`src/rtl/aqp_ebus_arbiter.sv`:
```
// aqp_ebus_arbiter: borrows the Z80 ebus via BUSREQ/BUSACK and grants it round-robin to two FPGA masters
//   clk, reset_n                    system clock, asynchronous active-low reset
//   ebus_phi                        Z80 phase clock; every handshake step happens on its falling edge
//   ebus_busreq_n, ebus_busack_n    bus request to / raw acknowledge from the Z80
//   m0_*, m1_*                      requester 0 (ESP SPI) and 1 (DMA): request, grant, address, data, strobes
//   ebus_a .. ebus_iorq_n           registered copy of the granted requester's cycle, idle values otherwise
//   ebus_owned                      Z80 has acknowledged and a requester holds or is handing over the bus
module aqp_ebus_arbiter (
  input  logic        clk,
  input  logic        reset_n,
  input  logic        ebus_phi,
  output logic        ebus_busreq_n,
  input  logic        ebus_busack_n,
  input  logic        m0_busreq,
  input  logic        m1_busreq,
  output logic        m0_grant,
  output logic        m1_grant,
  input  logic [15:0] m0_a,
  input  logic [7:0]  m0_wrdata,
  input  logic        m0_wrdata_en,
  input  logic        m0_rd_n,
  input  logic        m0_wr_n,
  input  logic        m0_mreq_n,
  input  logic        m0_iorq_n,
  input  logic [15:0] m1_a,
  input  logic [7:0]  m1_wrdata,
  input  logic        m1_wrdata_en,
  input  logic        m1_rd_n,
  input  logic        m1_wr_n,
  input  logic        m1_mreq_n,
  input  logic        m1_iorq_n,
  output logic [15:0] ebus_a,
  output logic [7:0]  ebus_wrdata,
  output logic        ebus_wrdata_en,
  output logic        ebus_rd_n,
  output logic        ebus_wr_n,
  output logic        ebus_mreq_n,
  output logic        ebus_iorq_n,
  output logic        ebus_owned
);
  typedef enum logic [2:0] {IDLE, REQ, GRANT, GAP, WAIT_REL} state_t;
  state_t state;
  logic q_phi, ack_meta, s_ack_n, q_last;
  logic phi_falling, any_req, sel, hold_req;
  assign phi_falling = q_phi & ~ebus_phi;
  assign any_req = m0_busreq | m1_busreq;
  // on a tie the requester not served last wins; otherwise the lone requester
  assign sel = (m0_busreq & m1_busreq) ? ~q_last : m1_busreq;
  assign hold_req = m1_grant ? m1_busreq : m0_busreq;
  assign ebus_owned = ~s_ack_n & (state == GRANT || state == GAP);
  always_ff @(posedge clk or negedge reset_n)
    if (!reset_n) begin
      state <= IDLE;
      q_phi <= 1'b0;
      ack_meta <= 1'b1;
      s_ack_n <= 1'b1;
      q_last <= 1'b1;
      ebus_busreq_n <= 1'b1;
      m0_grant <= 1'b0;
      m1_grant <= 1'b0;
      ebus_a <= '0;
      ebus_wrdata <= '0;
      ebus_wrdata_en <= 1'b0;
      ebus_rd_n <= 1'b1;
      ebus_wr_n <= 1'b1;
      ebus_mreq_n <= 1'b1;
      ebus_iorq_n <= 1'b1;
    end else begin
      q_phi <= ebus_phi;
      ack_meta <= ebus_busack_n;
      s_ack_n <= ack_meta;
      // mux follows the grant registers, so the bus trails the grant by one clk in both directions
      ebus_a <= m0_grant ? m0_a : m1_grant ? m1_a : '0;
      ebus_wrdata <= m0_grant ? m0_wrdata : m1_grant ? m1_wrdata : '0;
      ebus_wrdata_en <= m0_grant ? m0_wrdata_en : m1_grant & m1_wrdata_en;
      ebus_rd_n <= m0_grant ? m0_rd_n : m1_grant ? m1_rd_n : 1'b1;
      ebus_wr_n <= m0_grant ? m0_wr_n : m1_grant ? m1_wr_n : 1'b1;
      ebus_mreq_n <= m0_grant ? m0_mreq_n : m1_grant ? m1_mreq_n : 1'b1;
      ebus_iorq_n <= m0_grant ? m0_iorq_n : m1_grant ? m1_iorq_n : 1'b1;
      case (state)
        IDLE: if (phi_falling && any_req) begin
          ebus_busreq_n <= 1'b0;
          state <= REQ;
        end
        REQ: if (phi_falling) begin
          if (!any_req) begin
            ebus_busreq_n <= 1'b1;
            state <= WAIT_REL;
          end else if (!s_ack_n) begin
            state <= GRANT;
            m0_grant <= ~sel;
            m1_grant <= sel;
            q_last <= sel;
          end
        end
        GRANT: if (phi_falling && !hold_req) begin
          state <= GAP;
          m0_grant <= 1'b0;
          m1_grant <= 1'b0;
        end
        GAP: if (phi_falling) begin
          if (any_req) begin
            state <= GRANT;
            m0_grant <= ~sel;
            m1_grant <= sel;
            q_last <= sel;
          end else begin
            ebus_busreq_n <= 1'b1;
            state <= WAIT_REL;
          end
        end
        WAIT_REL: if (s_ack_n) state <= IDLE;
        default: state <= IDLE;
      endcase
    end
endmodule

```
`config.mk`:
```
export PLATFORM = sky130hd
export DESIGN_NAME = aqp_ebus_arbiter
export DESIGN_NICKNAME = d
export VERILOG_FILES = /design/src/rtl/aqp_ebus_arbiter.sv
export SDC_FILE = /design/constraint.sdc
export NUM_CORES = 1
export LEC_CHECK = 0
export CAP_MARGIN = 20
export CELL_PAD_IN_SITES_DETAIL_PLACEMENT = 1
export CELL_PAD_IN_SITES_GLOBAL_PLACEMENT = 1
export CORE_ASPECT_RATIO = 1.4
export CORE_MARGIN = 4
export CORE_UTILIZATION = 28
export CTS_CLUSTER_DIAMETER = 120
export CTS_CLUSTER_SIZE = 30
export DETAILED_ROUTE_END_ITERATION = 16
export PLACE_DENSITY = 0.84
export SYNTH_ARGS = -nofsm -noshare
export SYNTH_HDL_FRONTEND = slang
export SYNTH_SLANG_ARGS = --single-unit
```
`constraint.sdc`:
```
create_clock -name clk -period 3.3 [get_ports clk]
set_input_delay 0.33 -clock clk [delete_from_list [all_inputs] [get_ports clk]]
set_output_delay 0.33 -clock clk [all_outputs]
set_load 0.01 [all_outputs]
```
==> metrics.md, run 1 <==
| Metric | Value |
|---|---|
| Status | finished, final reports clean |
| Biggest register | ebus_a |
| R2R Setup Slk | between 1 and 1.5 ns |
| Total GRT Usage | 0.139 |
| Mapped Avg Cell Area | 12.3 um^2 |
| Slew @ Worst Pin | 0.895 ns |
| Critical path endpoint category | primary output |
| Total grt overflow | 0 |
| Worst-path maximum fanout | 18 |
| Wire per inst | between 15 and 20 um |
| Synth Area in Adders | 0 |
| Initial antenna violation count | 0 |
| Core area | 0.00524 mm^2 |
| Clock tree buffer depth | 2 |
| Syn Std Cell Area | about 0.0015 mm^2 |
| Critical path class | reg -> out |
| Largest net degree at the start of global routing | 40 |
| Port Buf Inserts | between 90 and 100 |
| # resized after CTS | 0 |
| CTS sink cnt | 39 |
| Worst-skew pair later-pin latency | between 0.2 and 0.3 ns |
| Drt pass-1 iters | 2 |
| Reg2reg end | ebus_a[6] |
| P&R area growth vs syn | 72.1% |
| Die X | around 70 um |
| Post-synthesis xor/xnor area fraction | 0 |
| Synth Area in Compound Gates | 0.209 |
| Vias in the first global route | ~1600 |
| CTS buffer count | 5 |
| Worst Hold Class | in -> async |
| Clk_skew | between 0.004 and 0.005 ns |
| Synth warn | 0 |
| Via/cell ratio | between 4 and 5 |
| Required @ worst endpoint | approximately 3 ns |
| Reg2Reg Launch Point | m0_grant |
| Residual DRC | 0 |
| Power density over the cells | approximately 700 mW/mm^2 |
| Mapped Nets | about 190 |
| Unique masters post-synth | 27 |
| Leak | 1.11 nW |
| CTS Root Cell | clkbuf_8 |
| Largest regs | ebus_a x16, ebus_wrdata x8, state x3 |
| Detailed Route WL | between 4000 and 5000 um |
| F_max | approximately 450 MHz |
| CTS hold repair buffers | 0 |
| Post-synth EDFFs | 0 |
| Crit path largest cell delay | around 0.72 ns |
| Peak supply drop | roughly 0.28 mV |
| Setup TNS | 0 ns |
| Std-Cell Rows | 31 |
| RSZ-0062 raised after global routing | no |
| ANT cells | 0 |
| Simple-Gate Fraction of Synth Area | 0.0989 |
| Final Critical Period | about 2.2 ns |
| Final Max Tran Viols | 0 |
| Slowest stage cell, crit path | dfrtp_1 |
| Fill cells | 570 |
| Async SR Flop Fraction | 1.00 |
| Die area | just under 0.007 mm^2 |
| Synthesis-stage register bit count | 39 |
| Total of max-cap violations | 0 |
| Non-Filler Instances | between 200 and 300 |
| Post-CTS Setup Bufs | 0 |
| Starting Density | 0.292 |
| Worst EP arrival | about 1.9 ns |
| R2r worst-path depth | 3 |
| I/O pins | a little under 100 |
| Fin crit share | 0.676 |
| Commonest non-fill, non-tap cells in the layout | clkdlybuf4s50_1 (95), dfrtp_1 (31), a22o_1 (24) |
| Number of nets in the layout | 285 |
| Crit path depth | 2 |
| Top Family by Delay on Critical Path | buffers and inverters |
| Commonest non-fill, non-tap cell in the layout | clkdlybuf4s50_1 |
| CTS tree | done |
| Post-synth top flop | dfrtp_1 |
| # placed instances | 280 |
| Crit start category | register |
| Final setup viols | 0 |
| Vert. Die Dim | about 95 um |
| Gate count of the mapped netlist | around 120 |
| Final hold violation count | 0 |
| Antenna-violating nets left | 0 |
| Multiplexer share of the synthesized area | 0.00654 |
| GP Congestion | 0.786 |
| H-tree Lvls | 2 |
| Share of layout cells above drive strength 1 | 0.0950 |
| Vias | roughly 1300 |
| Max-slew headroom | 0.401 |
| Worst path cell trace | buf_4 > clkdlybuf4s50_1 |
| Register area share after synthesis | 0.644 |
| Largest register FFs | 16 |
| Largest family of logic cells by synthesized area | compound AO/OA/AOI/OAI gates |
| First-pass GRT wire length | 7310 um |
| CTS clk-pin slew, worst paths | about 0.07 ns |
| Initial DRC count | 33 |
| Buf/Inv on CP | 2 |
| Hpwl dp | 3610 um |
-- how the worst max path moves through the flow --
stage,start,to,slack (ns)
finish,m0_grant,m0_grant,1.07
global route,m0_grant,m0_grant,0.94
CTS,m0_grant,m0_grant,1.05
detailed placement,m0_grant,ebus_a[6],1.34
global placement,m0_grant,ebus_a[7],1.37
floorplan,state[2],q_last,1.91
-- final cells by class --
class	instances	area (um^2)	share of cell area
Clock buffer	6	82.6	0.0314
Clock inverter	1	5.00	0.00190
Inverter	8	30.0	0.0114
Multi-Input combinational cell	70	484	0.184
Sequential cell	39	986	0.374
Tap cell	66	82.6	0.0314
Timing Repair Buffer	97	963	0.366
-- power breakdown --
group	switching [W]	internal [W]	leakage (nW)
clock network	0.000154	0.000164	0.0470
logic	0.000321	0.000462	0.576
registers	0.000106	0.000660	0.490
-- Yosys cell counts, types with 2 or more instances --
library cell / number / area, um^2
nand3_1: 2 / 10.0
nand2_1: 7 / 26.3
nand2b_1: 2 / 12.5
dfstp_2: 8 / 210
a22o_1: 24 / 210
nor2_1: 7 / 26.3
buf_2: 2 / 10.0
a21oi_1: 5 / 25.0
nor3_1: 2 / 10.0
o21ai_0: 6 / 30.0
nor2b_1: 3 / 18.8
inv_1: 8 / 30.0
clkbuf_1: 4 / 15.0
dfrtp_1: 31 / 776
-- cells by family after synthesis --
family                 count (synthesis)
AO/OA/AOI/OAI                         42
flip-flops                            39
AND/OR/NAND/NOR                       27
buffers and inverters                 15
multiplexers                           1
-- stage by stage --
step | total power, W | utilization | hold WS, ns | area [um^2] | setup WS, ns
after CTS | 0.00190 | 0.503 | 0.181 | 2630 | 1.05
final | 0.00187 | 0.503 | 0.152 | 2630 | 1.07
after detailed placement | 0.00158 | 0.486 | 0.357 | 2550 | 1.34
after floorplan | 0.00111 | - | 0.0344 | 1530 | 1.91
after global routing | 0.00199 | 0.503 | 0.220 | 2630 | 0.938
after global placement | 0.00155 | 0.486 | 0.346 | 2550 | 1.37
-- worst register-to-register path: stages, from the launching register on --
cell     delay, ns
dfrtp_1       0.60
buf_4         0.31
nor2b_2       0.72
a22o_1        0.25
-- per-layer routing --
layer  routed length [um]  up-vias  global-route usage
met5                    0        -                   0
met4                   95        0              0.0639
met3                  370        7              0.0369
met2                 2580       58               0.277
met1                 1410      648               0.129
li1                     -      636                   -
Power figures use the tool's default switching activity.
==> run 2, diff against run 1 <==
- CORE_UTILIZATION: 28 -> 26
- PLACE_DENSITY: 0.84 -> 0.79
- clock period: 3.3 -> 2.3 ns (I/O delays scaled with it)
==> run 2 against run 1 <==
Hold slack got worse by 0.097 ns. Core utilization is 2.3 points lower. Sequential share of layout area fell by 0.77 points. Critical path depth rose by 1. First-iteration DRC count rose by 110%. Worst setup slack lost 0.59 ns.
==> metrics.md, run 2 (synthesis results as in run 1) <==
| Metric | Value |
|---|---|
| Worst-skew pair later-pin latency | 0.28 ns (about the same) |
| Vert. Die Dim | 98.8 um (+3.5%) |
| CTS Root Cell | clkbuf_8 |
| Status | finished, final reports clean |
| Largest net degree at the start of global routing | 40 (unchanged) |
| Share of layout cells above drive strength 1 | 0.0987 (+0.00363) |
| Drt pass-1 iters | 4 (+2) |
| Worst EP arrival | 1.60 ns (-0.30 ns) |
| Peak supply drop | 0.360 mV (+29%) |
| Setup TNS | 0 ns (unchanged) |
| Uppermost layer routed | met4 |
| Biggest register | ebus_a |
| Post-CTS Setup Bufs | 0 (unchanged) |
| P&R area growth vs syn | 75.7% |
| DR WL met3 | 381 um (+3.0%) |
| Initial antenna violation count | 0 (unchanged) |
| Crit start category | register |
| Worst path cell trace | inv_1 > nor3_1 > clkdlybuf4s50_1 |
| Final setup viols | 0 (unchanged) |
| Hpwl dp | 3560 um (-1.4%) |
| Final hold violation count | 0 (unchanged) |
| Multi-input gate area | 484 um^2 (unchanged) |
| Slowest stage cell, crit path | clkdlybuf4s50_1 |
| First-pass GRT wire length | 7360 um (+0.56%) |
| Final Critical Period | roughly 1.8 ns |
| CTS hold repair buffers | 0 (unchanged) |
| Crit path largest cell delay | 0.57 ns (-0.15 ns) |
| ANT cells | 0 (unchanged) |
| Required @ worst endpoint | 2.07 ns (-0.90 ns) |
| WL met1 | 1410 um (-0.50%) |
| RSZ-0062 raised after global routing | no |
| Total of max-cap violations | 0 (unchanged) |
| Non-Filler Instances | 291 (+1.4%) |
| Total GRT Usage | 0.133 (-0.00593) |
| Number of nets in the layout | 286 (+0.35%) |
| I/O pins | 97 (unchanged) |
| Final Util | 0.480 (-0.0233) |
| CTS buffer count | 5 (unchanged) |
| Starting Density | 0.273 (-0.0192) |
| Die area | 0.00719 mm^2 (+6.9%) |
| # placed instances | 283 (+1.1%) |
| Register area | 986 um^2 (unchanged) |
| Commonest non-fill, non-tap cells in the layout | clkdlybuf4s50_1 (95), dfrtp_1 (31), a22o_1 (24) |
| Port Buf Inserts | 96 (unchanged) |
| Detailed Route WL | 4540 um (+1.9%) |
| Final Max Tran Viols | 0 (unchanged) |
| Clk_skew | 0.00480 ns (+0.000395 ns) |
| Worst-path maximum fanout | 6 (-12) |
| CTS clk-pin slew, worst paths | 0.07 ns (about the same) |
| Vias in the first global route | 1463 (-8.1%) |
| Worst Hold Class | in -> async |
| Commonest non-fill, non-tap cell in the layout | clkdlybuf4s50_1 |
| GP Congestion | 0.869 (+11%) |
| Slew @ Worst Pin | 0.861 ns (-0.0336 ns) |
| F_max | ~550 MHz |
| Std-Cell Rows | 32 (+3.2%) |
| Pwr Total | 0.00290 W (+56%) |
| # resized after CTS | 0 (unchanged) |
| Clock tree buffer depth | 2 (unchanged) |
| Critical path class | reg -> out |
| Power density over the cells | 1080 mW/mm^2 (+52%) |
| Leak | 1.14 nW (+2.1%) |
| Residual DRC | 0 (unchanged) |
| Fin crit share | 0.794 |
| Vias | 1351 (+0.15%) |
| CTS tree | done |
| Critical path endpoint category | primary output |
| Met2 WL | 2660 um (+2.9%) |
| Wire per inst | 15.6 um (+0.46%) |
| Initial DRC count | 69 (+110%) |
| H-tree Lvls | 2 (unchanged) |
| Buf/Inv on CP | 2 (unchanged) |
| Largest regs | ebus_a x16, ebus_wrdata x8, state x3 |
| Antenna-violating nets left | 0 (unchanged) |
| Total grt overflow | 0 (unchanged) |
| Via/cell ratio | 4.64 (-1.2%) |
| Fill cells | 617 (+8.2%) |
| Core area | 0.00561 mm^2 (+7.0%) |
| Die X | 72.8 um (+3.3%) |
| CTS sink cnt | 39 (unchanged) |
| Top Family by Delay on Critical Path | buffers and inverters |
| Max-slew headroom | 0.426 (+0.0251) |
| Largest register FFs | 16 (unchanged) |
## run 2: cell types whose count changed in the layout (fill, tap and decap cells not counted)
cell       before  now
buf_4           1    2
bufinv_16       0    2
clkbuf_1        0    1
clkbuf_8        6    5
clkinv_2        1    0
## run 2: layout make-up
cell class / count / share of cell area
Sequential cell: 39 / 0.367
Timing Repair Buffer: 98 / 0.361
Multi-Input combinational cell: 70 / 0.180
Tap cell: 68 / 0.0316
Clock buffer: 6 / 0.0270
Clock inverter: 2 / 0.0223
Inverter: 8 / 0.0112
## run 2: through the flow
stage | setup slack (ns) | area (um^2) | hold slack, ns
2_1_floorplan | 0.907 | 1530 | -0.0656
3_3_place_gp | 0.601 | 2560 | 0.346
3_5_place_dp | 0.546 | 2560 | 0.350
4_1_cts | 0.454 | 2690 | 0.0841
5_1_grt | 0.373 | 2690 | 0.120
6_report | 0.475 | 2690 | 0.0545
## run 2: metal layers
layer  global-route usage  vias to the layer above
li1                     -                      641
met1                0.126                      644
met2                0.255                       58
met3               0.0378                        8
met4               0.0597                        0
met5                    0                        -
## run 2: final timing paths
kind / start / end / slack (ns) / depth (start not counted)
worst max-delay path: state[1] / ebus_owned / 0.47 / 3
worst min-delay path: reset_n / state[2] / 0.05 / 1
worst min register to register: ack_meta / s_ack_n / 0.36 / 0
max in group asynchronous: reset_n / ebus_wrdata[0] / 1.70 / 1
min in group clk: ebus_busack_n / ack_meta / 0.36 / 1
worst max register to register: state[2] / q_last / 0.76 / 4
## run 2: power breakdown
part	internal [W]	leakage, nW	switching [W]
clock network	0.000434	0.0654	0.000229
registers	0.000947	0.490	0.000143
logic	0.000669	0.581	0.000482
## run 2: worst reg2reg max path, stage by stage, from the launching register on
cell and delay [ns]:
dfrtp_1 0.45, or3b_4 0.46, nor4b_4 0.33, nand3_1 0.13, o21ai_0 0.10
==> run 3, diff against run 2 <==
- CORE_UTILIZATION: 26 -> 24
- PLACE_DENSITY: 0.79 -> 0.77
- clock period: 2.3 -> 1.5 ns (I/O delays scaled with it)
==> run 3 against run 2 <==
The flow now finishes with violations (negative setup slack). Clock-buffer cell count did not move. Flip-flop and latch count did not move. Worst setup slack got worse by 0.49 ns. Register-to-register slack got worse by 0.77 ns. Critical path depth rose by 1. Design area rose by 5.3%. Routed wire length rose by 11%. Non-clock buffer count rose by 16. Clock power rose by 38%. Sequential power rose by 44%. Core utilization fell by 2.4 points. Critical endpoint is now m1_grant.
==> metrics.md, run 3 (synthesis results as in run 1) <==
| Metric | Value |
|---|---|
| Worst-path maximum fanout | 3 (-3) |
| Status | complete, but fails checks |
| Largest regs | ebus_a x16, ebus_wrdata x8, state x3 |
| Detailed Route WL | 5030 um (+11%) |
| Int Pwr | 0.00311 W (+51%) |
| Final hold violation count | 0 (unchanged) |
| Slew @ Worst Pin | 0.593 ns (-0.268 ns) |
| CTS tree | done |
| First-pass GRT wire length | 7480 um (+1.7%) |
| Final setup viols | 2 (+2) |
| Initial antenna violation count | 0 (unchanged) |
| Non-Filler Instances | 311 (+6.9%) |
| Required @ worst endpoint | 1.66 ns (-0.41 ns) |
| R2R Setup Slk | -0.01 ns (-0.77 ns) |
| Wire per inst | 16.2 um (+3.6%) |
| Flop pwr share | 0.349 (-0.026) |
| Total grt overflow | 0 (unchanged) |
| Power density over the cells | 1590 mW/mm^2 (+47%) |
| Worst Hold Class | in -> reg |
| CTS buffer count | 5 (unchanged) |
| RSZ-0062 raised after global routing | yes |
| Worst Hold Margin | 0.265 ns (+0.211 ns) |
| Largest register FFs | 16 (unchanged) |
| ANT cells | 0 (unchanged) |
| Core area | 0.00621 mm^2 (+11%) |
| Final Cell Area | 0.00283 mm^2 (+5.3%) |
| Vias | 1417 (+4.9%) |
| Die area | 0.00774 mm^2 (+7.5%) |
| P&R area growth vs syn | 85.0% |
| Share of layout cells above drive strength 1 | 0.163 (+0.0645) |
| Worst EP arrival | 1.67 ns (+0.07 ns) |
| Crit start category | register |
| Hpwl dp | 3850 um (+8.2%) |
| Biggest register | ebus_a |
| Clock tree buffer depth | 2 (unchanged) |
| Sw frac | 0.310 (+0.0162) |
| I/O pins | 97 (unchanged) |
| Critical path endpoint category | register |
| H-tree Lvls | 2 (unchanged) |
| CTS Root Cell | clkbuf_8 |
| Max-slew headroom | 0.604 (+0.178) |
| Residual DRC | 0 (unchanged) |
| Commonest non-fill, non-tap cells in the layout | clkdlybuf4s50_1 (87), dfrtp_1 (31), a22o_1 (24) |
| Via/cell ratio | 4.56 (-1.9%) |
| # placed instances | 298 (+5.3%) |
| Peak supply drop | 0.529 mV (+47%) |
| Leak | 1.26 nW (+11%) |
| Vias in the first global route | 1558 (+6.5%) |
| Std-Cell Rows | 34 (+6.3%) |
| Switching power | 0.00140 W (+64%) |
| Worst-skew pair later-pin latency | 0.29 ns (about the same) |
| Area post-placement | 0.00266 mm^2 (+3.9%) |
| Number of nets in the layout | 302 (+5.6%) |
| Drt pass-1 iters | 4 (unchanged) |
| Die X | 75.5 um (+3.6%) |
| Final Critical Period | 1.51 ns |
| GP Congestion | 0.742 (-15%) |
| Port Buf Inserts | 96 (unchanged) |
| Critical path class | reg -> reg |
| Total GRT Usage | 0.132 (-0.00152) |
| Failing checks | negative setup slack |
| Final WS setup | -0.0114 ns (-0.486 ns) |
| CTS sink cnt | 39 (unchanged) |
| Largest net degree at the start of global routing | 26 (-35%) |
| Post-Place Worst Slack | -0.156 ns (-0.702 ns) |
| Vert. Die Dim | 102 um (+3.8%) |
| Antenna-violating nets left | 0 (unchanged) |
| Clk_skew | 0.00809 ns (+0.00330 ns) |
| Final Max Tran Viols | 0 (unchanged) |
| Comb pwr share | 0.447 (+0.051) |
| Total of max-cap violations | 0 (unchanged) |
| CTS clk-pin slew, worst paths | 0.08 ns (about the same) |
| Commonest non-fill, non-tap cell in the layout | clkdlybuf4s50_1 |
| F_max | 662 MHz |
| Fin crit share | 1.01 |
| Clk network pwr share | 0.204 (-0.024) |
| Starting Density | 0.246 (-0.0266) |
| Initial DRC count | 35 (-49%) |
-- run 3: repair_timing --
item,4_1_cts,5_1_grt
hold buffers,1,0
endpoints found under the setup margin,31,8
pin swaps,1,4
hold endpoints to repair,17,0
buffers inserted,2,2
gates resized for setup,5,7
-- run 3: power by group through the flow --
stage	Sequential, W	Clock [W]	Combinational (W)
2_1_floorplan	0.00179	0	0.000663
3_3_place_gp	0.00158	0	0.00198
3_5_place_dp	0.00160	0	0.00202
4_1_cts	0.00157	0.000952	0.00206
5_1_grt	0.00162	0.00101	0.00218
6_report	0.00157	0.000918	0.00201
-- run 3: per-layer routing --
layer / vias up / track usage / share of wire / wire, um
met4: 0 / 0.0525 / 0.016 / 80
li1: 673 / - / - / -
met5: - / 0 / 0 / 0
met3: 5 / 0.0413 / 0.076 / 384
met1: 683 / 0.112 / 0.32 / 1620
met2: 56 / 0.266 / 0.59 / 2950
-- run 3: worst paths after layout --
kind / start / endpoint / cells after the start
setup / recovery: state[2] / m1_grant / 4
hold / removal: ebus_busack_n / ack_meta / 1
setup reg to reg: state[2] / m1_grant / 4
hold reg to reg: ack_meta / s_ack_n / 0
max in group asynchronous: reset_n / q_last / 3
min in group asynchronous: reset_n / state[1] / 2
-- run 3: stage by stage --
stage / TNS, ns / total power (W) / utilization
floorplan: 0 / 0.00245 / -
global placement: -0.196 / 0.00355 / 0.428
detailed placement: -1.67 / 0.00363 / 0.428
CTS: 0 / 0.00458 / 0.451
global route: -0.136 / 0.00480 / 0.456
finish: -0.0181 / 0.00450 / 0.456
-- run 3: final cells by class --
cell class / instances / area, um^2
fillers: 672 / 3380
multi-input cells: 70 / 492
repair buffers: 114 / 1120
clock buffers: 6 / 82.6
inverters: 8 / 30.0
flip-flops and latches: 39 / 986
clock inverters: 2 / 35.0
well taps: 72 / 90.1
-- run 3: critical path: stages (launching register included) --
cell	delay [ns]
dfrtp_1	0.41
or3b_4	0.42
nor4b_4	0.29
buf_4	0.17
o21ai_0	0.09
